## src/rtl/cic_pkg.sv

```systemverilog
// Shared CIC helpers: bit-growth, internal width and output shift, plus the
// interpolator control state type. Also used by the decimator.
package cic_pkg;

    typedef enum logic {
        ST_IDLE = 1'b0,
        ST_RUN  = 1'b1
    } cic_state_t;

    // Ceiling log2; the ratio is a power of two, so this is exact.
    function automatic int cic_log2(input int value);
        int result;
        result = 0;
        for (int i = 0; i < 31; i++) begin
            if ((1 << i) < value) begin
                result = i + 1;
            end
        end
        return result;
    endfunction

    function automatic int cic_bit_growth(input int stages, input int ratio);
        return stages * cic_log2(ratio);
    endfunction

    function automatic int cic_width(input int in_width, input int stages, input int ratio);
        return in_width + cic_bit_growth(stages, ratio);
    endfunction

    function automatic int cic_shift(input int stages, input int ratio);
        return (stages - 1) * cic_log2(ratio);
    endfunction

endpackage

```

## src/rtl/cic_round_sat.sv

```systemverilog
// Half-up rounding arithmetic right shift followed by saturation to a narrower
// signed width. Purely combinational.
module cic_round_sat #(
    parameter int IN_WIDTH  = 41,
    parameter int OUT_WIDTH = 32,
    parameter int SHIFT     = 6
) (
    input  logic signed [IN_WIDTH-1:0]  i_data,
    output logic signed [OUT_WIDTH-1:0] o_data
);

    // One guard bit so the rounding offset can never wrap the input.
    localparam int EXT_W = IN_WIDTH + 1;
    localparam int SH_W  = EXT_W - SHIFT;

    logic signed [EXT_W-1:0] w_ext;
    logic signed [EXT_W-1:0] w_rounded;
    logic signed [SH_W-1:0]  w_scaled;

    assign w_ext = {i_data[IN_WIDTH-1], i_data};

    generate
        if (SHIFT > 0) begin : g_round
            localparam logic [EXT_W-1:0] HALF = EXT_W'(1) << (SHIFT - 1);
            assign w_rounded = w_ext + $signed(HALF);
        end else begin : g_no_round
            assign w_rounded = w_ext;
        end
    endgenerate

    assign w_scaled = w_rounded[EXT_W-1:SHIFT];

    generate
        if (SH_W > OUT_WIDTH) begin : g_sat
            // In range only when every bit above the output sign bit matches it.
            logic [SH_W-OUT_WIDTH:0] w_hi;
            assign w_hi   = w_scaled[SH_W-1:OUT_WIDTH-1];
            assign o_data = ((&w_hi) || (~|w_hi)) ? w_scaled[OUT_WIDTH-1:0] :
                            (w_scaled[SH_W-1] ? {1'b1, {(OUT_WIDTH-1){1'b0}}}
                                              : {1'b0, {(OUT_WIDTH-1){1'b1}}});
        end else begin : g_ext
            assign o_data = OUT_WIDTH'(w_scaled);
        end
    endgenerate

endmodule

```

## src/rtl/cic_interpolator.sv

```systemverilog
// N-stage CIC interpolator: comb chain at the input rate, R integrator
// advances per input with valid/ready flow control on the output.
module cic_interpolator
    import cic_pkg::*;
#(
    parameter int INPUT_WIDTH   = 32,
    parameter int OUTPUT_WIDTH  = 32,
    parameter int STAGES        = 3,
    parameter int INTERPOLATION = 8
) (
    input  logic                           clk,
    input  logic                           rst,
    input  logic signed [INPUT_WIDTH-1:0]  data_in,
    input  logic                           data_valid,
    output logic                           input_ready,
    output logic signed [OUTPUT_WIDTH-1:0] data_out,
    output logic                           output_valid,
    input  logic                           output_ready
);

    localparam int LOG2R = cic_log2(INTERPOLATION);
    localparam int W     = cic_width(INPUT_WIDTH, STAGES, INTERPOLATION);
    localparam int S     = cic_shift(STAGES, INTERPOLATION);
    localparam logic [LOG2R-1:0] LAST_PHASE = LOG2R'(INTERPOLATION - 1);

    cic_state_t                     r_state;
    logic [LOG2R-1:0]               r_phase;
    logic                           r_out_valid;
    logic signed [OUTPUT_WIDTH-1:0] r_data_out;
    logic signed [W-1:0]            r_comb_out;

    logic                           w_accept;
    logic                           w_advance;
    logic signed [W-1:0]            w_comb  [STAGES+1];
    logic signed [W-1:0]            w_integ [STAGES+1];
    logic signed [OUTPUT_WIDTH-1:0] w_scaled;

    assign input_ready  = (r_state == ST_IDLE);
    assign output_valid = r_out_valid;
    assign data_out     = r_data_out;

    assign w_accept  = data_valid && input_ready;
    assign w_advance = (r_state == ST_RUN) && (!r_out_valid || output_ready);

    assign w_comb[0] = W'(data_in);

    genvar gi;
    generate
        for (gi = 0; gi < STAGES; gi++) begin : g_comb
            logic signed [W-1:0] r_dly;
            assign w_comb[gi+1] = w_comb[gi] - r_dly;
            always_ff @(posedge clk or posedge rst) begin
                if (rst) begin
                    r_dly <= '0;
                end else if (w_accept) begin
                    r_dly <= w_comb[gi];
                end
            end
        end
    endgenerate

    // Zero-stuffing: the comb result enters only on phase 0 of each burst.
    assign w_integ[0] = (r_phase == '0) ? r_comb_out : '0;

    generate
        for (gi = 0; gi < STAGES; gi++) begin : g_integ
            logic signed [W-1:0] r_acc;
            assign w_integ[gi+1] = r_acc + w_integ[gi];
            always_ff @(posedge clk or posedge rst) begin
                if (rst) begin
                    r_acc <= '0;
                end else if (w_advance) begin
                    r_acc <= w_integ[gi+1];
                end
            end
        end
    endgenerate

    cic_round_sat #(
        .IN_WIDTH  (W),
        .OUT_WIDTH (OUTPUT_WIDTH),
        .SHIFT     (S)
    ) u_round_sat (
        .i_data (w_integ[STAGES]),
        .o_data (w_scaled)
    );

    always_ff @(posedge clk or posedge rst) begin
        if (rst) begin
            r_state     <= ST_IDLE;
            r_phase     <= '0;
            r_out_valid <= 1'b0;
            r_data_out  <= '0;
            r_comb_out  <= '0;
        end else begin
            case (r_state)
                ST_IDLE: begin
                    if (w_accept) begin
                        r_state <= ST_RUN;
                        r_phase <= '0;
                    end
                end
                ST_RUN: begin
                    if (w_advance) begin
                        r_phase <= r_phase + LOG2R'(1);
                        if (r_phase == LAST_PHASE) begin
                            r_state <= ST_IDLE;
                        end
                    end
                end
                default: r_state <= ST_IDLE;
            endcase

            if (w_accept) begin
                r_comb_out <= w_comb[STAGES];
            end

            if (w_advance) begin
                r_out_valid <= 1'b1;
                r_data_out  <= w_scaled;
            end else if (output_ready) begin
                r_out_valid <= 1'b0;
            end
        end
    end

endmodule

```

## config.mk

```make
export PLATFORM = sky130hd
export DESIGN_NAME = cic_interpolator
export DESIGN_NICKNAME = d
export VERILOG_FILES = /design/src/rtl/cic_pkg.sv /design/src/rtl/cic_round_sat.sv /design/src/rtl/cic_interpolator.sv
export SDC_FILE = /design/constraint.sdc
export NUM_CORES = 1
export LEC_CHECK = 0
export ABC_AREA = 1
export BUFFER_PORTS_ARGS = -buffer_cell sky130_fd_sc_hd__buf_2
export CORE_AREA = 2 2 192 194
export CTS_BUF_LIST = sky130_fd_sc_hd__clkbuf_4
export CTS_CLUSTER_SIZE = 12
export DETAILED_ROUTE_END_ITERATION = 8
export DIE_AREA = 0 0 194 196
export GPL_TIMING_DRIVEN = 0
export PLACE_DENSITY = 0.94
export SLEW_MARGIN = 30
export SYNTH_ARGS = -nofsm -noshare
export SYNTH_HDL_FRONTEND = slang
export SYNTH_SLANG_ARGS = --single-unit
```

## constraint.sdc

```tcl
create_clock -name clk -period 27.5 [get_ports clk]
set_clock_uncertainty 0.2 [all_clocks]
set_input_delay 4.125 -clock clk [delete_from_list [all_inputs] [get_ports clk]]
set_output_delay 4.125 -clock clk [all_outputs]
set_load 0.02 [all_outputs]
```

Yosys cells after proc, flatten, opt, wreduce, memory -nomap -nowiden --
Cells that the tools add are included.
Cells by class: add/sub/neg operators 8, equality and inequality tests 3, multiplexer cells 12, bitwise gates (word level) 1, reduce and logical (&&, ||, !) cells 11
Operators with widths (count):
- adder 41 bit | 3
- two-way mux 32 bit | 2
- adder 41 x 7 -> 42 bit, second input constant | 1
- two-way mux 41 bit | 1
- subtractor 41 bit | 1
- subtractor 33 x 33 -> 34 bit | 1
- subtractor 32 x 32 -> 33 bit | 1
- two-way mux 3 bit | 2
- case mux 3 bit (2 select lines) | 1
- two-way mux 1 bit | 5
- AND reduction 5 bit | 1
- OR reduction 5 bit | 1
- inequality test 2 x 1 -> 1 bit, second input constant | 2
- adder 3 x 1 -> 3 bit, second input constant | 1
- equality test 3 bit, second input constant | 1
- logical NOT 3 bit | 1
- logical AND 1 bit | 2
- logical NOT 1 bit | 2
- logical OR 1 bit | 2
- case mux 1 bit (2 select lines) | 1
- AND reduction 2 bit | 1
- nonzero test 2 bit | 1
- NOT 1 bit | 1
Word-level totals: flip-flop bits (word level) 307, bits of input ports 36, output and inout port bits 34, logic and storage cells 46

Logic depth before layout (Yosys ltp) --
Gate-level depths: netlist of run 1.
depth in word-level cells 10, mapped depth 56, gate-level depth less buffers 54

Hierarchy --
From an unflattened synthesis of run 1, not the netlist that was laid out.
Unflattened totals: cells, all modules 3801, area, all modules 25949.9 µm²
By module, submodules not included:
- cic_interpolator | times used 1, cells an instance 3556, area each 24666.2 µm², sequential area each 7507.2 µm²
- cic_round_sat | times used 1, cells an instance 245, area each 1283.7 µm², sequential area each 0.0 µm²

Worst setup path before layout of run 1 --
No wires, ideal clock.
kind input-to-reg, start input data_in[0], end register r_comb_out[34], setup time 0.131 ns, arrival time 9.212 ns, required time 27.169 ns, setup slack 17.957 ns, cell stages on the path 34, path buffers 0, cell sequence inv_1 > ha_1 > inv_1 > fa_1 > nand3_1 > nand2_1 > a21oi_1 > o21ai_0 > a21boi_0 > o21ai_0 > xor2_1 > ha_1 > a21oi_1 > o21ai_0 > o21bai_1 > a21boi_0 > o21ai_1 > a21oi_1 > o21ai_0 > or2_2 > and2_1 > ha_1 > nand2_1 > o21ai_0 > inv_1 > o221ai_1 > a21oi_1 > nand2_1 > nand3_1 > nand2_1 > nand2_1 > a31o_2 > nand2_1 > o21ai_0
RTL lines:
- from (decl) | RTL line cic_interpolator.sv:13 | input logic signed [INPUT_WIDTH-1:0] data_in,
- to (signal assigned) | RTL line cic_interpolator.sv:115 | r_comb_out <= w_comb[STAGES];
- to (decl) | RTL line cic_interpolator.sv:30 | logic signed [W-1:0] r_comb_out;

==> flow_summary_export.csv, run 1 <==
group,metric,value,unit
outcome,status,"complete, no violations",
clock_tree,clock-sinks,300,
logic_synthesis,netlist_instances,3628,
logic_synthesis,ys.warnings.count,0,
clock_tree,cts-buffers-inserted,80,
critical_path,start_kind,"input pin",
clock_tree,clock_latency,0.79,ns
timing,finalSetupTns,0,ns
routing,drtPass1Iterations,6,
routing,wl_met3,3740,um
timing,worst_pin_slew,1.07,ns
logic_synthesis,synthArstFlopShare,100,%
die,core,0.0361,sq mm
critical_path,path_common_cell,"o21ai_0",
logic_synthesis,ys_seq_elements,300,
finish,final_cell_mix,"nand2_1 (1147), inv_1 (488), nor2_1 (313)",
die,die-area,0.0380,sq mm
routing,ant_nets,0,
critical_path,end_kind,"flop",
finish,drive_above_1_share,7.11,%
logic_synthesis,syn_area_per_cell,6.84,sq um
job,drv_cap,0,
routing,drt-met1-wl,26000,um
timing,period_share,38.7,%
finish,final_cells,4308,
logic_synthesis,syn-num-nets,3898,
clock_tree,postCtsResizedCells,0,
logic_synthesis,syn-cell-area,0.0248,sq mm
die,ioPinCount,70,
routing,num_vias,24185,
place,place_inst,4168,
place,gp_congestion,1.01,
routing,dr.max_layer_used,"met4",
finish,layout-area-overhead-vs-synth,8.20,%
global_route,antenna_found_initial,1,
routing,drt_iter0_drc,1495,
global_route,grt_use_total,36.0,%
routing,routed-wl-met2,33400,um
global_route,first_global_vias,24110,
die,die_height,196,um
clock_tree,cts_tree,"done",
routing,wirelength,68000,um
critical_path,crit_required,27.95,ns
finish,nFillCells,2822,
logic_synthesis,synth_top_area_share,30.3,%
die,start_util,68.8,%
clock_tree,post_cts_buffers,0,
logic_synthesis,ys_types,52,
critical_path,critPathBufInv,4,
global_route,grt_max_degree,94,
clock_tree,ctsHoldBuffers,0,
logic_synthesis,synth_edf_count,0,
critical_path,r2r_slack,17.49,ns
die,die_w,194,um
min_path,hold_class,"flop to flop",
logic_synthesis,yosys-top-cells-area,"dfrtp_1 (30%), nand2_1 (17%), ha_1 (11%)",
timing,slew_viol_final,0,
finish,utilization,74.4,%
routing,wire_per_inst,15.8,um
logic_synthesis,yosysTopAreaCell,"dfrtp_1",
die,num_rows,70,
timing,setup_viol,0,
critical_path,path_class,"input pin to flop",
timing,fin_crit,10.64,ns
timing,clock.fmax,94.0,MHz
finish,nets,4052,
critical_path,cpLargestDelayFamily,"compound AO/OA/AOI/OAI gates",
critical_path,max_stage_delay,0.63,ns
logic_synthesis,synthFlopType,"dfrtp_1",
global_route,grt_pass1_wl,112000,um
place,dp_hpwl,52500,um
critical_path,arrival,11.09,ns
timing,slew-limit-headroom,28.5,%
finish,final_common_cell,"nand2_1",
timing,rsz0062_at_grt,"no",
clock_tree,clock_tree.buffer_depth,3,
clock_tree,clock-root-buffer,"clkbuf_4",
timing,hold_viol,0,
critical_path,slowest_stage,"o311ai_0",
clock_tree,htree_levels,3,
critical_path,critPathMaxFanout,6,
logic_synthesis,yosysSeqAreaShare,30.3,%
place,io_buffers,69,
routing,drc,0,
timing,hold_ws,0.284,ns
global_route,gr-total-overflow,0,
clock_tree,clkTransAtPathRegs,0.08,ns
routing,vias_per_cell,5.61,
-- layout make-up --
type | count | area, sq um | area share (%)
Antenna cell | 1 | 2.50 | 0.00932
Buffer | 70 | 307 | 1.14
Clock buffer | 111 | 833 | 3.10
Clock inverter | 28 | 178 | 0.662
Inverter | 493 | 1860 | 6.92
Multi-Input combinational cell | 2765 | 15200 | 56.4
Sequential cell | 300 | 7510 | 28.0
Tap cell | 468 | 586 | 2.18
Timing Repair Buffer | 72 | 428 | 1.59
-- state kept, by name, summed over array words and instances (netlist names) --
| register | flops |
|---|---|
| r_state | 1 |
| r_comb_out | 41 |
| r_phase | 3 |
| g_comb.r_dly | 99 |
| output_valid | 1 |
| data_out | 32 |
| g_integ.r_acc | 123 |
-- routing by layer --
metal,vias to the layer above,GRT usage [%]
li1,12012,-
met4,0,25.1
met1,11035,38.8
met3,283,5.64
met5,-,0
met2,855,65.0
-- cell families after synthesis --
logic type / Yosys count / share of synthesized area [%]
compound gates: 621 / 13.9
xor+xnor: 201 / 7.35
fa+ha+maj: 234 / 12.0
buf+inv: 563 / 8.69
flops: 300 / 30.3
simple gates: 1709 / 27.9
-- stage by stage --
stage / setup WS, ns / area, sq um
after floorplan: 14.89 / 24800
after global placement: 11.98 / 25700
after detailed placement: 16.36 / 25800
after CTS: 17.17 / 26800
after global routing: 16.49 / 26900
final: 16.86 / 26900
-- worst paths after layout --
path	startpoint	end	cells after the start
max	data_in[0]	r_comb_out[39]	32
min	r_comb_out[26]	r_comb_out[26]	2
max reg2reg	r_phase[0]	data_out[6]	46
min reg2reg	r_comb_out[26]	r_comb_out[26]	2
max in group asynchronous	rst	data_out[27]	4
min in group asynchronous	rst	g_comb[0].r_dly[1]	2
-- cells in the mapped netlist, types with 3 or more instances --
cell type and instances:
nand2_1 1147, a211oi_1 5, xor2_1 127, o21ai_0 258, xnor2_1 67, xor2_2 6, nand4_1 31, o211ai_1 5
o21a_1 15, o22ai_1 3, inv_2 3, nor2_2 8, a21oi_2 22, o311ai_0 3, nand3_2 5, dfrtp_1 300
nor2_1 313, nand3_1 126, nor4_1 10, fa_1 6, buf_6 3, and2_1 9, clkbuf_1 54, o21bai_1 7
inv_1 489, nand2_2 16, buf_1 8, nand3b_1 8, o221ai_1 4, a21o_1 14, a31oi_1 33, ha_1 228
or2_2 6, a21boi_0 9, buf_4 3, o31ai_1 5, nor3_1 23, o21ai_1 6, a21oi_1 223, a31o_2 3
-- worst reg2reg max path: cells and delay by family, from the launching register on --
family                     cells  cell delay, ns
and+or+nand+nor               22            3.80
AOI/OAI and AO/OA             11            2.67
adders and majority gates      4            1.38
buffers and inverters          7            1.08
DFF                            1            0.40
xor gates and xnor gates       2            0.37
Power of run 1 is left out: the tool's default activity adds up to more than one toggle a clock period on the data nets, which glitch-free logic cannot reach.
==> run 2: changes to the inputs <==
ABC_AREA = 0   (was 1)
PLACE_DENSITY = 0.9   (was 0.94)
clock period = 10.71 ns   (was 27.5 ns; I/O delays follow)
==> flow_summary_export.csv, run 2 <==
group,metric,value,unit
outcome,status,"complete, no violations",
finish,final_cell_mix,"nand2_1 (527), dfrtp_1 (300), ha_1 (228)",
logic_synthesis,syn_area_per_cell,8.21,sq um
critical_path,max_stage_delay,0.62,ns
timing,hold_viol,0,
clock_tree,clock-root-buffer,"clkbuf_4",
logic_synthesis,synthFlopType,"dfrtp_1",
critical_path,cp-endpoint,"data_out[19]",
die,start_util,64.8,%
critical_path,r2r_slack,0.61,ns
logic_synthesis,netlist_instances,2848,
clock_tree,ctsHoldBuffers,0,
global_route,antenna_found_initial,1,
finish,largest_reg_flops,123,
critical_path,slowest_stage,"or4_4",
logic_synthesis,yosys-top-cells-count,"nand2_1 (527), dfrtp_1 (300), ha_1 (228)",
die,die-area,0.0380,sq mm
place,dpl_cell_area,0.0244,sq mm
global_route,grt_max_degree,87,
timing,slew_viol_final,0,
finish,drive_above_1_share,10.8,%
routing,drc,0,
global_route,grt_use_total,31.5,%
timing,clock.fmax,99.0,MHz
routing,drt_iter0_drc,1407,
timing,fin_crit,10.10,ns
clock_tree,htree_levels,3,
clock_tree,cts_tree,"done",
place,gp_congestion,0.937,
timing,worst_pin_slew,0.955,ns
global_route,grt_pass1_wl,99600,um
die,die_w,194,um
logic_synthesis,yosys-top-cells-area,"dfrtp_1 (32%), ha_1 (12%), nand2_1 (8.5%)",
critical_path,path_common_cell,"a21oi_1",
finish,final_common_cell,"nand2_1",
critical_path,start_kind,"flop",
critical_path,crit_required,11.15,ns
logic_synthesis,yosysMostFrequentCell,"nand2_1",
global_route,first_global_vias,21367,
finish,top_regs,"g_integ.r_acc x123, g_comb.r_dly x99, r_comb_out x41",
critical_path,critPathMaxFanout,10,
logic_synthesis,ys_types,89,
timing,setup_viol,0,
critical_path,crit_start,"r_phase[0]",
place,io_buffers,69,
critical_path,end_kind,"flop",
logic_synthesis,syn-num-nets,3118,
logic_synthesis,yosysTopAreaCell,"dfrtp_1",
finish,top_register,"g_integ.r_acc",
clock_tree,clock-sinks,300,
logic_synthesis,synth_edf_count,0,
logic_synthesis,yosysSeqAreaShare,32.1,%
timing,period_share,94.3,%
logic_synthesis,synthArstFlopShare,100,%
finish,nets,3280,
die,die_height,196,um
clock_tree,clock_latency,0.83,ns
logic_synthesis,ys.warnings.count,0,
critical_path,r2r_end,"data_out[19]",
routing,num_vias,21357,
critical_path,reg2reg_depth,40,
timing,slew-limit-headroom,36.3,%
routing,drtPass1Iterations,6,
routing,wirelength,60500,um
routing,wire_per_inst,17.1,um
finish,utilization,70.9,%
job,drv_cap,0,
logic_synthesis,synth_top_area_share,32.1,%
place,place_inst,3388,
critical_path,path_class,"flop to flop",
place,dp_hpwl,46600,um
timing,rsz0062_at_grt,"no",
clock_tree,clkTransAtPathRegs,0.06,ns
logic_synthesis,ys_seq_elements,300,
clock_tree,clock_tree.buffer_depth,3,
die,core,0.0361,sq mm
finish,fin_area,0.0256,sq mm
die,ioPinCount,70,
clock_tree,cts-buffers-inserted,86,
routing,vias_per_cell,6.04,
die,num_rows,70,
critical_path,worstReg2RegStart,"r_phase[0]",
min_path,hold_class,"flop to flop",
logic_synthesis,syn-cell-area,0.0234,sq mm
finish,layout-area-overhead-vs-synth,9.38,%
finish,final_cells,3537,
critical_path,arrival,10.54,ns
global_route,gr-total-overflow,0,
routing,ant_nets,0,
## run 2: critical path: cells and delay by family, from the launching register on
family / cells / cell delay, ns
flops: 1 / 0.42
compound gates: 16 / 3.44
xor+xnor: 3 / 0.66
simple gates: 13 / 3.41
fa+ha+maj: 4 / 1.12
buf+inv: 4 / 0.68
## run 2: worst min-delay path by stage
stage	from	end	slack (ns)	depth (start not counted)
global placement	r_comb_out[3]	r_comb_out[3]	0.25	2
detailed placement	r_comb_out[11]	r_comb_out[11]	0.26	2
finish	r_comb_out[11]	r_comb_out[11]	0.27	2
floorplan	r_comb_out[3]	r_comb_out[3]	0.23	2
global route	r_comb_out[11]	r_comb_out[11]	0.30	2
CTS	r_comb_out[11]	r_comb_out[11]	0.27	2
## run 2: logic make-up after synthesis
| logic type | Yosys count | share of synthesized area, % |
|---|---|---|
| XOR/XNOR | 203 | 7.67 |
| AND/OR/NAND/NOR | 1029 | 20.3 |
| AO/OA/AOI/OAI | 788 | 21.4 |
| buffers and inverters | 263 | 4.42 |
| flip-flops | 300 | 32.1 |
| adder cells (fa/ha/maj) | 234 | 12.7 |
| multiplexers | 31 | 1.45 |
## run 2: metrics by stage
step	TNS [ns]	worst slack, ns	hold slack [ns]
floorplan	0	0.614	0.230
global placement	-744.02	-2.52	0.251
detailed placement	0	0.164	0.263
CTS	0	0.0887	0.274
global route	0	0.0227	0.298
finish	0	0.614	0.269
## run 2: final cells by class
cell class	instances	area, sq um
multi-input cells	2285	14900
inverters	171	649
flip-flops and latches	300	7510
plain buffers	92	394
well taps	468	586
diodes	2	5.00
clock buffers	126	946
clock inverters	19	136
repair buffers	74	443
fillers	2738	10500
## run 2: per-layer routing
metal / track usage, % / wire length, um / vias to the layer above
li1: - / - / 10323
met1: 35.9 / 24200 / 10160
met2: 58.4 / 30700 / 684
met3: 4.40 / 3120 / 190
met4: 14.1 / 2370 / 0
met5: 0 / 0 / -
## run 2: what timing repair did
item	CTS	global route
resized for setup	0	14
buffers inserted	0	2
setup endpoints to repair	0	32
Power of run 2 is left out for the same reason.
